===== src/rtl/counter_disp_core_pkg.sv =====
// counter_disp_core_pkg
// Shared constants for the n-bit counter user project:
//   - pad index constants for io_in / io_out
//   - seven-segment glyphs 0-F (bit 0 = segment a ... bit 6 = segment g,
//     active-high)
package counter_disp_core_pkg;

  // io_in pad indices
  localparam int IN_EN    = 0;
  localparam int IN_UP_DN = 1;
  localparam int IN_CLR   = 2;

  // io_out pad indices
  localparam int OUT_SEG_LSB = 3;   // seg[6:0] on io_out[9:3]
  localparam int OUT_DP      = 10;
  localparam int OUT_DIG_LSB = 11;  // dig[3:0] on io_out[14:11]
  localparam int OUT_WRAP    = 15;
  localparam int OUT_HB      = 16;

  // Glyphs, segment order gfedcba
  localparam logic [6:0] GLYPH_0 = 7'b0111111;
  localparam logic [6:0] GLYPH_1 = 7'b0000110;
  localparam logic [6:0] GLYPH_2 = 7'b1011011;
  localparam logic [6:0] GLYPH_3 = 7'b1001111;
  localparam logic [6:0] GLYPH_4 = 7'b1100110;
  localparam logic [6:0] GLYPH_5 = 7'b1101101;
  localparam logic [6:0] GLYPH_6 = 7'b1111101;
  localparam logic [6:0] GLYPH_7 = 7'b0000111;
  localparam logic [6:0] GLYPH_8 = 7'b1111111;
  localparam logic [6:0] GLYPH_9 = 7'b1101111;
  localparam logic [6:0] GLYPH_A = 7'b1110111;
  localparam logic [6:0] GLYPH_B = 7'b1111100;
  localparam logic [6:0] GLYPH_C = 7'b0111001;
  localparam logic [6:0] GLYPH_D = 7'b1011110;
  localparam logic [6:0] GLYPH_E = 7'b1111001;
  localparam logic [6:0] GLYPH_F = 7'b1110001;

endpackage


===== src/rtl/counter_disp_core_hex_to_7seg.sv =====
// hex_to_7seg
// Combinational nibble to seven-segment glyph lookup (hex 0-F).
// Ports:
//   nibble  in  4  value to display
//   seg     out 7  segments gfedcba, active-high
module hex_to_7seg
  import counter_disp_core_pkg::*;
(
  input  logic [3:0] nibble,
  output logic [6:0] seg
);

  always_comb begin
    seg = GLYPH_0;
    case (nibble)
      4'h0: seg = GLYPH_0;
      4'h1: seg = GLYPH_1;
      4'h2: seg = GLYPH_2;
      4'h3: seg = GLYPH_3;
      4'h4: seg = GLYPH_4;
      4'h5: seg = GLYPH_5;
      4'h6: seg = GLYPH_6;
      4'h7: seg = GLYPH_7;
      4'h8: seg = GLYPH_8;
      4'h9: seg = GLYPH_9;
      4'hA: seg = GLYPH_A;
      4'hB: seg = GLYPH_B;
      4'hC: seg = GLYPH_C;
      4'hD: seg = GLYPH_D;
      4'hE: seg = GLYPH_E;
      4'hF: seg = GLYPH_F;
      default: seg = GLYPH_0;
    endcase
  end

endmodule


===== src/rtl/counter_disp_core.sv =====
// counter_disp_core
// Sequential core of the n-bit counter user project: synchronizes three
// pad inputs, runs a prescaled 16-bit up/down counter with sticky wrap flag
// and heartbeat, and scans the count onto a 4-digit hex seven-segment display.
// Ports:
//   vccd1, vssd1  inout  power pins (USE_POWER_PINS only)
//   wb_clk_i      in     clock
//   wb_rst_i      in     asynchronous active-high reset
//   io_in         in     [0] en, [1] up_dn (1 = up), [2] clr, rest ignored
//   io_out        out    [2:0] 0, [9:3] seg, [10] dp, [14:11] dig (one-hot),
//                        [15] wrap, [16] hb
module counter_disp_core
  import counter_disp_core_pkg::*;
#(
  parameter int NUM_INS  = 3,
  parameter int NUM_OUTS = 14,
  parameter int NUM_IOS  = 17,
  parameter int PRESCALE = 10_000_000,
  parameter int SCAN_DIV = 10_000
) (
`ifdef USE_POWER_PINS
  inout  wire                 vccd1,
  inout  wire                 vssd1,
`endif
  input  logic                wb_clk_i,
  input  logic                wb_rst_i,
  input  logic [NUM_IOS-1:0]  io_in,
  output logic [NUM_IOS-1:0]  io_out
);

  localparam int PW = (PRESCALE > 1) ? $clog2(PRESCALE) : 1;
  localparam int SW = (SCAN_DIV > 1) ? $clog2(SCAN_DIV) : 1;
  localparam logic [PW-1:0] PRE_LAST  = PW'(PRESCALE - 1);
  localparam logic [SW-1:0] SCAN_LAST = SW'(SCAN_DIV - 1);

  // Input synchronizers: stage 1 and stage 2 for {clr, up_dn, en}
  logic [NUM_INS-1:0] sync1;
  logic [NUM_INS-1:0] sync2;
  logic en_s, up_dn_s, clr_s;

  always_ff @(posedge wb_clk_i or posedge wb_rst_i) begin
    if (wb_rst_i) begin
      sync1 <= '0;
      sync2 <= '0;
    end else begin
      sync1 <= io_in[NUM_INS-1:0];
      sync2 <= sync1;
    end
  end

  assign en_s    = sync2[IN_EN];
  assign up_dn_s = sync2[IN_UP_DN];
  assign clr_s   = sync2[IN_CLR];

  // Pads above the input range carry nothing for this core.
  logic unused_io;
  assign unused_io = ^io_in[NUM_IOS-1:NUM_INS];

  // Prescaler: free-running, unaffected by en/clr so clr release keeps phase.
  logic [PW-1:0] pre_cnt;
  logic          tick;

  assign tick = (pre_cnt == PRE_LAST);

  always_ff @(posedge wb_clk_i or posedge wb_rst_i) begin
    if (wb_rst_i)  pre_cnt <= '0;
    else if (tick) pre_cnt <= '0;
    else           pre_cnt <= pre_cnt + 1'b1;
  end

  // Counter, sticky wrap flag and heartbeat
  logic [15:0] cnt;
  logic        wrap;
  logic        hb;

  always_ff @(posedge wb_clk_i or posedge wb_rst_i) begin
    if (wb_rst_i) begin
      cnt  <= '0;
      wrap <= 1'b0;
    end else if (clr_s) begin
      cnt  <= '0;
      wrap <= 1'b0;
    end else if (tick && en_s) begin
      if (up_dn_s) begin
        if (cnt == 16'hFFFF) wrap <= 1'b1;
        cnt <= cnt + 16'd1;
      end else begin
        if (cnt == 16'h0000) wrap <= 1'b1;
        cnt <= cnt - 16'd1;
      end
    end
  end

  // Heartbeat follows the prescaler only, so it proves the clock is alive
  // even while counting is disabled or held in clear.
  always_ff @(posedge wb_clk_i or posedge wb_rst_i) begin
    if (wb_rst_i)  hb <= 1'b0;
    else if (tick) hb <= ~hb;
  end

  // Display scan divider and digit index
  logic [SW-1:0] scan_cnt;
  logic [1:0]    idx;

  always_ff @(posedge wb_clk_i or posedge wb_rst_i) begin
    if (wb_rst_i) begin
      scan_cnt <= '0;
      idx      <= '0;
    end else if (scan_cnt == SCAN_LAST) begin
      scan_cnt <= '0;
      idx      <= idx + 2'd1;
    end else begin
      scan_cnt <= scan_cnt + 1'b1;
    end
  end

  // Single glyph decoder on the currently selected nibble
  logic [3:0] nibble;
  logic [6:0] seg_next;

  assign nibble = cnt[{idx, 2'b00} +: 4];

  hex_to_7seg u_hex_to_7seg (
    .nibble (nibble),
    .seg    (seg_next)
  );

  // seg, dp and dig load on the same edge so a digit never shows its
  // neighbour's glyph.
  logic [6:0] seg;
  logic       dp;
  logic [3:0] dig;

  always_ff @(posedge wb_clk_i or posedge wb_rst_i) begin
    if (wb_rst_i) begin
      seg <= GLYPH_0;
      dp  <= 1'b0;
      dig <= 4'b0001;
    end else begin
      seg <= seg_next;
      dp  <= (idx == 2'd0) && en_s;
      dig <= 4'b0001 << idx;
    end
  end

  always_comb begin
    io_out                                = '0;
    io_out[OUT_SEG_LSB +: 7]              = seg;
    io_out[OUT_DP]                        = dp;
    io_out[OUT_DIG_LSB +: 4]              = dig;
    io_out[OUT_WRAP]                      = wrap;
    io_out[OUT_HB]                        = hb;
  end

endmodule

===== config.mk =====
export PLATFORM = sky130hd
export DESIGN_NAME = counter_disp_core
export DESIGN_NICKNAME = d
export VERILOG_FILES = /design/src/rtl/counter_disp_core_pkg.sv /design/src/rtl/counter_disp_core_hex_to_7seg.sv /design/src/rtl/counter_disp_core.sv
export SDC_FILE = /design/constraint.sdc
export NUM_CORES = 1
export LEC_CHECK = 0
export ABC_AREA = 1
export ABC_CLOCK_PERIOD_IN_PS = 4550
export CAP_MARGIN = 30
export CORE_ASPECT_RATIO = 0.75
export CORE_MARGIN = 2
export CORE_UTILIZATION = 58
export CTS_BUF_LIST = sky130_fd_sc_hd__clkbuf_8
export CTS_CLUSTER_DIAMETER = 100
export CTS_CLUSTER_SIZE = 30
export DETAILED_ROUTE_END_ITERATION = 7
export GPL_TIMING_DRIVEN = 0
export PLACE_DENSITY = 0.79
export SETUP_SLACK_MARGIN = 0.02
export SYNTH_ARGS = -nofsm -noshare
export SYNTH_HDL_FRONTEND = slang
export SYNTH_SLANG_ARGS = --single-unit

===== constraint.sdc =====
create_clock -name wb_clk_i -period 4.55 [get_ports wb_clk_i]
set_input_delay 0.91 -clock wb_clk_i [delete_from_list [all_inputs] [get_ports wb_clk_i]]
set_output_delay 0.91 -clock wb_clk_i [all_outputs]
set_load 0.02 [all_outputs]

After elaboration in Yosys (flattened, before gate mapping) --
Memory sizes are Yosys's and may differ from the RTL's. A register that Yosys moved wholly into a read port is not among the register bits. Index checks and enable logic that the tools add are counted.
Word-level totals: input port bits 19, output and inout bits 17, flip-flop bits (word level) 69, bits in read-only memories 112, memories 1
Memory list:
- (name not given) | depth 16, width 7, rd ports 1, clocked after Yosys merged registers in 1, write ports 0, line counter_disp_core_hex_to_7seg.sv:15 | case (nibble)
Cells by class: mux-type cells 10, reduce and logical (&&, ||, !) cells 7, eq/ne operators 4, bitwise gates (word level) 1, add/subtract/negate cells 5, shift-type cells 2
Operator list (count):
- 16-bit two-way mux | 3
- 24-bit by 1-bit adder with 24-bit output (second input constant) | 1
- 24-bit == test (second input constant) | 1
- 24-bit two-way mux | 1
- 16-bit by 1-bit adder with 16-bit output (second input constant) | 1
- 16-bit == test (second input constant) | 1
- 16-bit logical NOT | 1
- 16-bit by 5-bit variable part select with 4-bit output | 1
- 16-bit by 1-bit subtractor with 16-bit output (second input constant) | 1
- 14-bit by 1-bit adder with 14-bit output (second input constant) | 1
- 14-bit == test (second input constant) | 1
- 14-bit two-way mux | 1
- 1-bit two-way mux | 5
- 1-bit by 2-bit << shifter with 4-bit output (first input constant) | 1
- 3-bit by 1-bit != test with 1-bit output (second input constant) | 1
- 3-bit AND reduction | 1
- 3-bit nonzero test | 1
- 2-bit by 1-bit adder with 2-bit output (second input constant) | 1
- 1-bit logical AND | 2
- 2-bit logical NOT | 1
- 2-bit nonzero test | 1
- 1-bit NOT | 1

Depth between registers and ports, before layout --
Gate-level depths: netlist (run 1).
depth in word-level cells 5, mapped depth 11, mapped depth without buffers 11

Cells and area by module --
From an unflattened synthesis (run 1), not the netlist that was laid out.
Unflattened totals: cells, all modules 661, area total of the unflattened synthesis 4798.4 um^2
Modules (own cells, without submodules):
- counter_disp_core | cells each 609, instances 1, seq. area each 1910.6 um^2, area each 4528.1 um^2
- hex_to_7seg | cells each 52, instances 1, seq. area each 0.0 um^2, area each 270.3 um^2

Least setup slack after synthesis (run 1) --
Ideal clock, no wire load.
kind reg-to-reg, from register sync2[1], to register cnt[7], cell stages (with the launch flop) 9, data arrival time 1.775 ns, path buffers 0, path slack 2.647 ns, cell sequence dfrtp_1 inv_1 ha_1 or2_2 nand3_1 nand2_1 xor2_1 nand2_1 o21ai_0
On the way: longest elaborated chain between the ends 3
Ends and longest elaborated chain:
- start: declaration | line counter_disp_core.sv:38 | logic [NUM_INS-1:0] sync2;
- start signal: assignment | line counter_disp_core.sv:47 | sync2 <= sync1;
- 16-bit two-way mux | line counter_disp_core.sv:84 | if (up_dn_s) begin
- 16-bit two-way mux | line counter_disp_core.sv:83 | end else if (tick && en_s) begin
- 16-bit two-way mux | line counter_disp_core.sv:80 | end else if (clr_s) begin
- end signal: assignment | line counter_disp_core.sv:86 | cnt <= cnt + 16'd1;
- end signal: assignment | line counter_disp_core.sv:89 | cnt <= cnt - 16'd1;
- end: declaration | line counter_disp_core.sv:72 | logic [15:0] cnt;
Every way passes these cells. The select of a mux whose other input is x is not followed. A chain may end at the register's enable or synchronous reset.

Final worst setup path (run 1) --
from register seg[1], to output port io_out[4]
RTL lines:
- start: declaration | line counter_disp_core.sv:130 | logic [6:0] seg;
- end: declaration | line counter_disp_core.sv:28 | output logic [NUM_IOS-1:0] io_out
No word-level cell between the ends.

==> impl_metrics.tcl, run 1 <==
set metrics [dict create \
    pin_count 36 \
    power_leakage_nw 2.82 \
    max_freq_mhz 416 \
    cts-buffers-inserted 9 \
    endpoint "io_out[4]" \
    r2r_end "cnt[13]" \
    tightest_slew_ns 0.899 \
    grt_pass1_vias 4066 \
    hold_class "flop to flop" \
    period_minus_slack_ns 2.40 \
    cp_slowest_cell "clkdlybuf4s50_1" \
    cts_sinks 76 \
    synthCells 666 \
    die_h_um 83.0 \
    cts_buffer_depth 2 \
    report.final.slew_viol_count 0 \
    arrival_ns 1.49 \
    crit_cells 1 \
    max_stage_delay_ns 0.61 \
    clock_latency_ns 0.37 \
    synthFlopType "dfrtp_1" \
    synth_area_leaders "dfrtp_1 (36%), nand2_1 (16%), inv_1 (8.1%)" \
    path_cells "clkdlybuf4s50_1" \
    grt-ovfl-total 0 \
    hpwl_um 8310 \
    clockRootBuffer "clkbuf_8" \
    grt_busiest_layer "met1" \
    ys_seq_area_frac 0.396 \
    vdd_drop_max_uv 219 \
    r2r_start "sync2[1]" \
    maxCapViolCount 0 \
    antenna_found_initial 0 \
    grt_max_degree 77 \
    diodes 0 \
    crit_start "seg[1]" \
    drc 0 \
    netlist.area_leader.share 0.358 \
    tns_ns 0 \
    ys_seq_elements 76 \
    use_met1 0.384 \
    grt_use_total 0.269 \
    rsz0062_at_grt "no" \
    ant_nets 0 \
    n_fill_cell 656 \
    ff2ff_path_depth 9 \
    power.total_w 0.00129 \
    cts_tree "yes" \
    skew_ns 0.0110 \
    yosysTopAreaCell "dfrtp_1" \
    final_cell_mix "nand2_1 (201), inv_1 (105), nor2_1 (91)" \
    syn_to_final_growth_pct 11.0 \
    place_ws_ns 2.21 \
    required_ns 3.64 \
    synth-edff-count 0 \
    ys.warnings.count 0 \
    place_congestion 0.953 \
    viasPerCell 5.32 \
    reg2reg_slack_ns 2.19 \
    htree_levels 3 \
    worstPathMaxFanout 1 \
    io_buffers 18 \
    hold_violations 0 \
    syn-cell-area_um2 4830 \
    cts.reportedPaths.clkPinSlew_ns 0.07 \
    core-area_um2 7990 \
    layout_commonest_cell "nand2_1" \
    cpLargestDelayFamily "buffers and inverters" \
    slew-limit-headroom 0.401 \
    synthArstFlopShare 1.00 \
    crit_path_end_kind "output pin" \
    dr.pass1.iters 6 \
    wl_per_cell_um 13.6 \
    vias 4293 \
    fin_crit_sh 0.528 \
    layout-drive-gt1-share 0.0670 \
    grt_use_met3 0.100 \
    rows 28 \
    first_iter_violations 305 \
    nNetsFinal 744 \
    avgSynthCellArea_um2 7.25 \
    postCtsSetupBuffers 0 \
    crit_buf_inv 1 \
    fp.dieW_um 109 \
    p_per_area_nw_per_um2 240 \
    synth.distinct_cells 36 \
    crit_type "flop to output pin" \
    met2_usage 0.380 \
    worst_setup_path_start_kind "flop" \
    cts_hold_buffers 0 \
    routed_wl_um 11000 \
    die_area_um2 9080 \
    ctsResizeCount 0 \
    status "complete, no violations" \
    initial_core_util 0.604 \
    grt_pass1_wl_um 18900 \
    setup_viol 0 \
    fin_ws_ns 2.15 \
]
## worst min path at each step
stage                   from  endpoint  depth (start not counted)
floorplan           sync1[0]  sync2[0]                          0
global placement    sync1[0]  sync2[0]                          0
detailed placement  sync1[1]  sync2[1]                          0
CTS                 sync1[1]  sync2[1]                          0
global route        sync1[1]  sync2[1]                          0
finish              sync1[1]  sync2[1]                          0
## cells by family (layout without fill, tap and decap cells)
logic type	Yosys count	in the layout	share of synthesized area
adder cells (fa/ha/maj)	28	28	0.0741
AND/OR/NAND/NOR	372	372	0.328
AO/OA/AOI/OAI	44	44	0.0529
buffers and inverters	117	151	0.0980
XOR/XNOR	28	28	0.0508
flip-flops	76	76	0.396
other	1	3	0.000777
## flip-flops by register name (all words and copies together), names as in the netlist
name / flops
sync2: 3
idx: 2
cnt: 16
sync1: 3
seg: 7
dp: 1
wrap: 1
dig: 4
hb: 1
pre_cnt: 24
scan_cnt: 14
## power breakdown
part           switching (W)  internal (W)  total (W)
clock               0.000244      0.000302   0.000546
sequential        0.00000292      0.000679   0.000682
combinational      0.0000406     0.0000181  0.0000587
total               0.000287      0.000999    0.00129
## through the flow
stage,hold slack [ns],utilization,cells,instance area [µm²]
after floorplan,0.331,-,668,4830
after global placement,0.332,0.644,791,5150
after detailed placement,0.336,0.645,791,5150
after CTS,0.354,0.671,807,5360
after global routing,0.359,0.671,807,5360
final,0.351,0.671,807,5360
## cell usage after synthesis (2+ instances only)
library cell / number
dfstp_2: 7
nand4_2: 2
nand2_2: 3
o211ai_1: 2
nand3_2: 3
o21ai_0: 18
a32oi_1: 2
xnor2_1: 4
a21oi_1: 16
inv_1: 104
nand2_1: 201
clkinv_1: 3
nand3b_1: 8
dfrtp_1: 69
ha_1: 27
a31oi_1: 2
buf_4: 6
nor2_1: 91
nor3_1: 15
nor2_2: 2
nand3_1: 28
and2_1: 2
or2_2: 3
xor2_1: 24
nand4_1: 13
## final cells by class
type / count / area, µm² / area share
inverters: 109 / 414 / 0.0773
flip-flops and latches: 76 / 1910 / 0.357
well taps: 105 / 131 / 0.0245
repair buffers: 18 / 180 / 0.0336
plain buffers: 8 / 61.3 / 0.0114
multi-input cells: 475 / 2450 / 0.457
clock inverters: 7 / 85.1 / 0.0159
clock buffers: 9 / 124 / 0.0231
## metal layers
layer,routed length [µm],part of all wire
met2,4610,0.42
met3,940,0.086
met5,0,0
met1,5260,0.48
met4,173,0.016
Power figures use the tool's default switching activity.
==> run 2, diff against run 1 <==
- ABC_CLOCK_PERIOD_IN_PS: 4550 -> 2140
- CORE_UTILIZATION: 58 -> 55
- clock period: 4.55 -> 2.14 ns (I/O delays scaled with it)
==> run 2 against run 1 <==
  * Hold slack better by 0.0043 ns
  * Sequential share of layout area down 3.1 points
  * Cell count up 2.0%
  * Combinational power rose to 3.2 times the previous value
  * Sequential power up 110%
  * Clock skew up 0.0083 ns
  * Die area up 5.2%
  * Register-to-register slack worse by 2.1 ns
  * Cell area up 9.6%
  * Critical endpoint is now cnt[14]
==> impl_metrics.tcl, run 2 (synthesized netlist as in run 1, its figures left out) <==
set metrics [dict create \
    status "complete, no violations" \
    cts_tree "yes" \
    power_leakage_nw 2.91 \
    grt_use_total 0.245 \
    htree_levels 3 \
    final_area_um2 5870 \
    layout-drive-gt1-share 0.166 \
    clock_latency_ns 0.37 \
    reg2reg_slack_ns 0.05 \
    crit_start "sync2[1]" \
    layout_commonest_cell "nand2_1" \
    slew-limit-headroom 0.459 \
    io_buffers 18 \
    skew_ns 0.0193 \
    largestRegisters "pre_cnt x24, cnt x16, scan_cnt x14" \
    rsz0062_at_grt "yes" \
    cts_buffer_depth 2 \
    die_area_um2 9550 \
    p_per_area_nw_per_um2 516 \
    setup_viol 0 \
    drc 0 \
    dpl_cell_area_um2 5170 \
    period_minus_slack_ns 2.09 \
    first_iter_violations 367 \
    tightest_slew_ns 0.810 \
    cts-buffers-inserted 9 \
    fin_crit_sh 0.979 \
    grt-ovfl-total 0 \
    grt_pass1_wl_um 18600 \
    report.final.slew_viol_count 0 \
    largest_reg_flops 24 \
    routed_wl_um 11900 \
    nNetsFinal 757 \
    rows 29 \
    syn_to_final_growth_pct 21.6 \
    arrival_ns 2.34 \
    final_cell_mix "nand2_1 (179), inv_1 (100), nor2_1 (85)" \
    fp.dieW_um 112 \
    endpoint "cnt[14]" \
    crit_type "flop to flop" \
    clockRootBuffer "clkbuf_8" \
    cts_hold_buffers 0 \
    crit_path_end_kind "flop" \
    hpwl_um 8250 \
    vias 4345 \
    r2r_start "sync2[1]" \
    viasPerCell 5.28 \
    ff2ff_path_depth 11 \
    r2r_end "cnt[14]" \
    ant_nets 0 \
    hold_class "flop to flop" \
    worstPathMaxFanout 8 \
    cts.reportedPaths.clkPinSlew_ns 0.08 \
    die_h_um 85.1 \
    place_congestion 0.932 \
    maxCapViolCount 0 \
    hold_violations 0 \
    initial_core_util 0.569 \
    antenna_found_initial 0 \
    max_freq_mhz 478 \
    vdd_drop_max_uv 520 \
    core-area_um2 8490 \
    cts_sinks 76 \
    grt_max_degree 41 \
    required_ns 2.39 \
    hold_slack_ns 0.355 \
    wl_per_cell_um 14.4 \
    pin_count 36 \
    largest-register "pre_cnt" \
    holdPathStages 0 \
    grt_pass1_vias 3900 \
    worst_setup_path_start_kind "flop" \
    diodes 0 \
    dr.pass1.iters 5 \
]
## run 2: cell types whose count changed in the layout (fill, tap and decap cells not counted), sizes merged
cell	delta
clkinv	-3
buf	+13
bufinv	+1
clkinvlp	+2
## run 2: report_power, final
group          internal [W]  switching, W  total [W]
clock              0.000795      0.000598    0.00139
combinational     0.0000757      0.000111   0.000187
sequential          0.00144    0.00000645    0.00145
## run 2: repair_timing
item	CTS	global route
endpoints found under the setup margin	11	17
buffers inserted	3	9
pin swaps	0	22
gates resized for setup	2	71
## run 2: cell type report
cell class                      instances  area (µm²)
Sequential cell                        76        1910
Buffer                                  8        61.3
Inverter                              109         423
Clock inverter                          7         128
Clock buffer                            9         124
Fill cell                             678        2620
Timing Repair Buffer                   31         314
Multi-Input combinational cell        475        2770
Tap cell                              108         135
## run 2: worst min-delay path by stage
stage	start	end	slack [ns]
global placement	sync1[0]	sync2[0]	0.33
detailed placement	sync1[1]	sync2[1]	0.34
global route	sync1[1]	sync2[1]	0.36
CTS	sync1[2]	sync2[2]	0.36
floorplan	sync1[0]	sync2[0]	0.33
finish	sync1[1]	sync2[1]	0.36
## run 2: routing by layer
metal | vias to the layer above | GRT usage | share of wire | wire length (µm)
met1 | 2043 | 0.357 | 0.46 | 5440
li1 | 2152 | - | - | -
met4 | 0 | 0.0576 | 0.0091 | 108
met5 | - | 0 | 0 | 0
met2 | 140 | 0.373 | 0.46 | 5500
met3 | 10 | 0.0586 | 0.068 | 808
## run 2: worst max-delay path, cell delays in order (launching register included)
cell	delay [ns]
dfrtp_2	0.43
clkinvlp_4	0.28
buf_12	0.25
ha_4	0.30
nand2_2	0.09
nor2_4	0.16
and2_4	0.16
nand2_2	0.07
nand2_1	0.06
nand2_1	0.05
nand3_1	0.08
nand2_1	0.06
## run 2: through the flow
stage / TNS [ns] / worst slack [ns] / util / power, W / instances
after global routing: -0.117 / -0.0506 / 0.691 / 0.00314 / 823
after CTS: 0 / 0.0470 / 0.642 / 0.00301 / 814
after floorplan: 0 / 0.237 / - / 0.00157 / 668
final: 0 / 0.0460 / 0.691 / 0.00303 / 823
after global placement: -0.723 / -0.114 / 0.607 / 0.00160 / 794
after detailed placement: -1.06 / -0.163 / 0.609 / 0.00161 / 795
==> patch: new RTL, flow settings as in run 2 <==
Set the parameter `SCAN_DIV` to 20_000 (it was 10_000).
--- a/src/rtl/counter_disp_core.sv
+++ b/src/rtl/counter_disp_core.sv
@@ -16,7 +16,7 @@
   parameter int NUM_OUTS = 14,
   parameter int NUM_IOS  = 17,
   parameter int PRESCALE = 10_000_000,
-  parameter int SCAN_DIV = 10_000
+  parameter int SCAN_DIV = 20_000
 ) (
 `ifdef USE_POWER_PINS
   inout  wire                 vccd1,
Formal check against the unedited RTL: same outputs for any inputs over 10 cycles, from zero or initial values and one cycle with wb_rst_i high; that may be too few to reach the edited logic, so the function may still have changed.
==> patch against run 2 <==
- synthesized cell count is 0.75% higher
- largest cell class unchanged
- area after synthesis increased by 1.8%
- critical endpoint is now cnt[10]
- final cell count is 0.61% lower
- final area shrank 5.6%
- total power down 10%
- die area grew 1.7%
- core utilization shrank 4.4 points
- worst setup slack improved by 0.072 ns
- the run now ends with design-rule violations left
- non-clock buffer count fell by 9
- wire length shrank 8.0%
- critical path type unchanged
- sequential share of layout area increased by 2.4 points
- via count is essentially flat
- clock power is 20% lower
- sequential cell count is 1 higher
==> patch: results (changes against run 2) <==
stage	metric	value	unit	change
status	status	finished, violations left		was finished, final reports clean
status	failing checks	design-rule violations		
pwr	power density over cell area	491	mW/mm^2	was 516 mW/mm^2
layout	Regs by FF count	pre_cnt x24, cnt x16, scan_cnt x15		was pre_cnt x24, cnt x16, scan_cnt x14
grt	GR Util All Layers	24.0	%	was 24.5%
drt	DRC viols	4		was 0
drt	Iter 0 DRT Violations	319		was 367
synthesis	post-synthesis sequential area ratio	39.4	%	was 39.6%
layout	clock network area share	3.59	%	was 4.28%
cts	total CTS buffers	9		unchanged
synthesis	ys flop type	dfrtp_1		unchanged
cts	Root Buffer	clkbuf_8		unchanged
layout	Inverters, non-clock	118		was 109
pwr	Reg power frac	54.0	%	was 47.8%
sta	Slew headroom	41.2	%	was 45.9%
grt	initial antenna violation count	0		unchanged
grt	first-pass GRT wire length	18600	um	about the same
drt	Via Count	4343		was 4345
layout	#MultiIn Comb	469		was 475
critical_path	Arr. time, crit path	2.28	ns	was 2.34 ns
synthesis	Synth area leaders	dfrtp_1 36%, nand2_1 14%, inv_1 8.6%, ha_1 6.9%, nor2_1 6.3%		was dfrtp_1 36%, nand2_1 16%, inv_1 8.1%, nor2_1 7.1%, ha_1 7.0%
layout	fillers	740		was 678
layout	Buffers excl. clock	30		was 39
synthesis	Synth Warn #	0		unchanged
grt	vias in the first global route	3969		was 3900
sta	Clock Skew	0.00721	ns	was 0.0193 ns
pwr	maximum vdd drop	0.307	mV	was 0.520 mV
layout	area occupied by registers	0.00194	mm^2	was 0.00191 mm^2
cts	clock-pin transition on the worst setup and hold timing paths	0.08	ns	about the same
cts	clock sink count	77		was 76
layout	# clk buffers	10		was 9
pwr	Leak	2.90	nW	was 2.91 nW
layout	fraction of final layout cells sized beyond drive strength 1	10.3	%	was 16.6%
pwr	Int Power	0.00208	W	was 0.00231 W
layout	Nets	752		was 757
layout	NonClk Buf Share	5.42	%	was 6.40%
grt	largest net degree at the start of global routing	42		was 41
drt	Post-Route WL	10900	um	was 11900 um
pwr	comb pwr	0.000139	W	was 0.000187 W
synthesis	Post-synth top cells	183 x nand2_1, 112 x inv_1, 82 x nor2_1		was 201 x nand2_1, 104 x inv_1, 91 x nor2_1
layout	footprint of the multi-input gates	0.00252	mm^2	was 0.00277 mm^2
drt	Initial DRT Pass Iterations	7		was 5
cts	postcts setup bufs	1		was 3
placed_design	routability cong.	0.976		was 0.932
placed_design	HPWL Detailed	8410	um	was 8250 um
critical_path	critical path fanouts, max	15		was 8
critical_path	CP max-delay cell	dfrtp_2		unchanged
synthesis	Yosys cell types	38		was 36
==> patch: cell count changes after synthesis, moves of 4 or more <==
cell	run 2	this run
nand2_1	201	183
nor2_1	91	82
a21oi_1	16	24
inv_1	104	112
nand3_1	28	36
o21ai_0	18	23
xor2_1	24	19
nand3_2	3	7
nand3b_1	8	4
nand4_1	13	17
==> patch: path summary, 6_finish.rpt <==
| kind | startpoint | endpoint | slack, ns | cells after the start |
|---|---|---|---|---|
| worst min register to register | sync1[0] | sync2[0] | 0.35 | 0 |
| worst max register to register | sync2[1] | cnt[10] | 0.12 | 9 |
| min in group asynchronous | wb_rst_i | pre_cnt[21] | 0.58 | 2 |
| worst max-delay path | sync2[1] | cnt[10] | 0.12 | 9 |
| max in group asynchronous | wb_rst_i | seg[2] | 0.86 | 3 |
| worst min-delay path | sync1[0] | sync2[0] | 0.35 | 0 |
==> patch: logic make-up (layout without fill, tap and decap cells) <==
logic type               Yosys count  count (layout)  synth area share [%]
AO/OA/AOI/OAI                     57              57                  6.27
AND/OR/NAND/NOR                  359             359                  32.6
flip-flops                        77              77                  39.4
other                              1               3                0.0763
adder cells (fa/ha/maj)           28              28                  7.28
buffers and inverters            127             164                  10.5
XOR/XNOR                          22              22                  3.92
==> patch: stage by stage <==
stage | area (um^2) | std cells | utilization [%] | setup slack (ns)
3_3_place_gp | 5240 | 799 | 61.2 | -0.126
6_report | 5540 | 818 | 64.7 | 0.118
2_1_floorplan | 4920 | 673 | - | 0.213
5_1_grt | 5540 | 818 | 64.7 | 0.0000666
3_5_place_dp | 5260 | 800 | 61.4 | -0.153
4_1_cts | 5480 | 817 | 64.0 | 0.0380
==> patch: layer usage <==
layer  part of all wire (%)  track usage, %
met1                     50            35.4
met2                     42            35.2
met3                    6.9            6.22
met4                    1.4            6.87
met5                      0               0
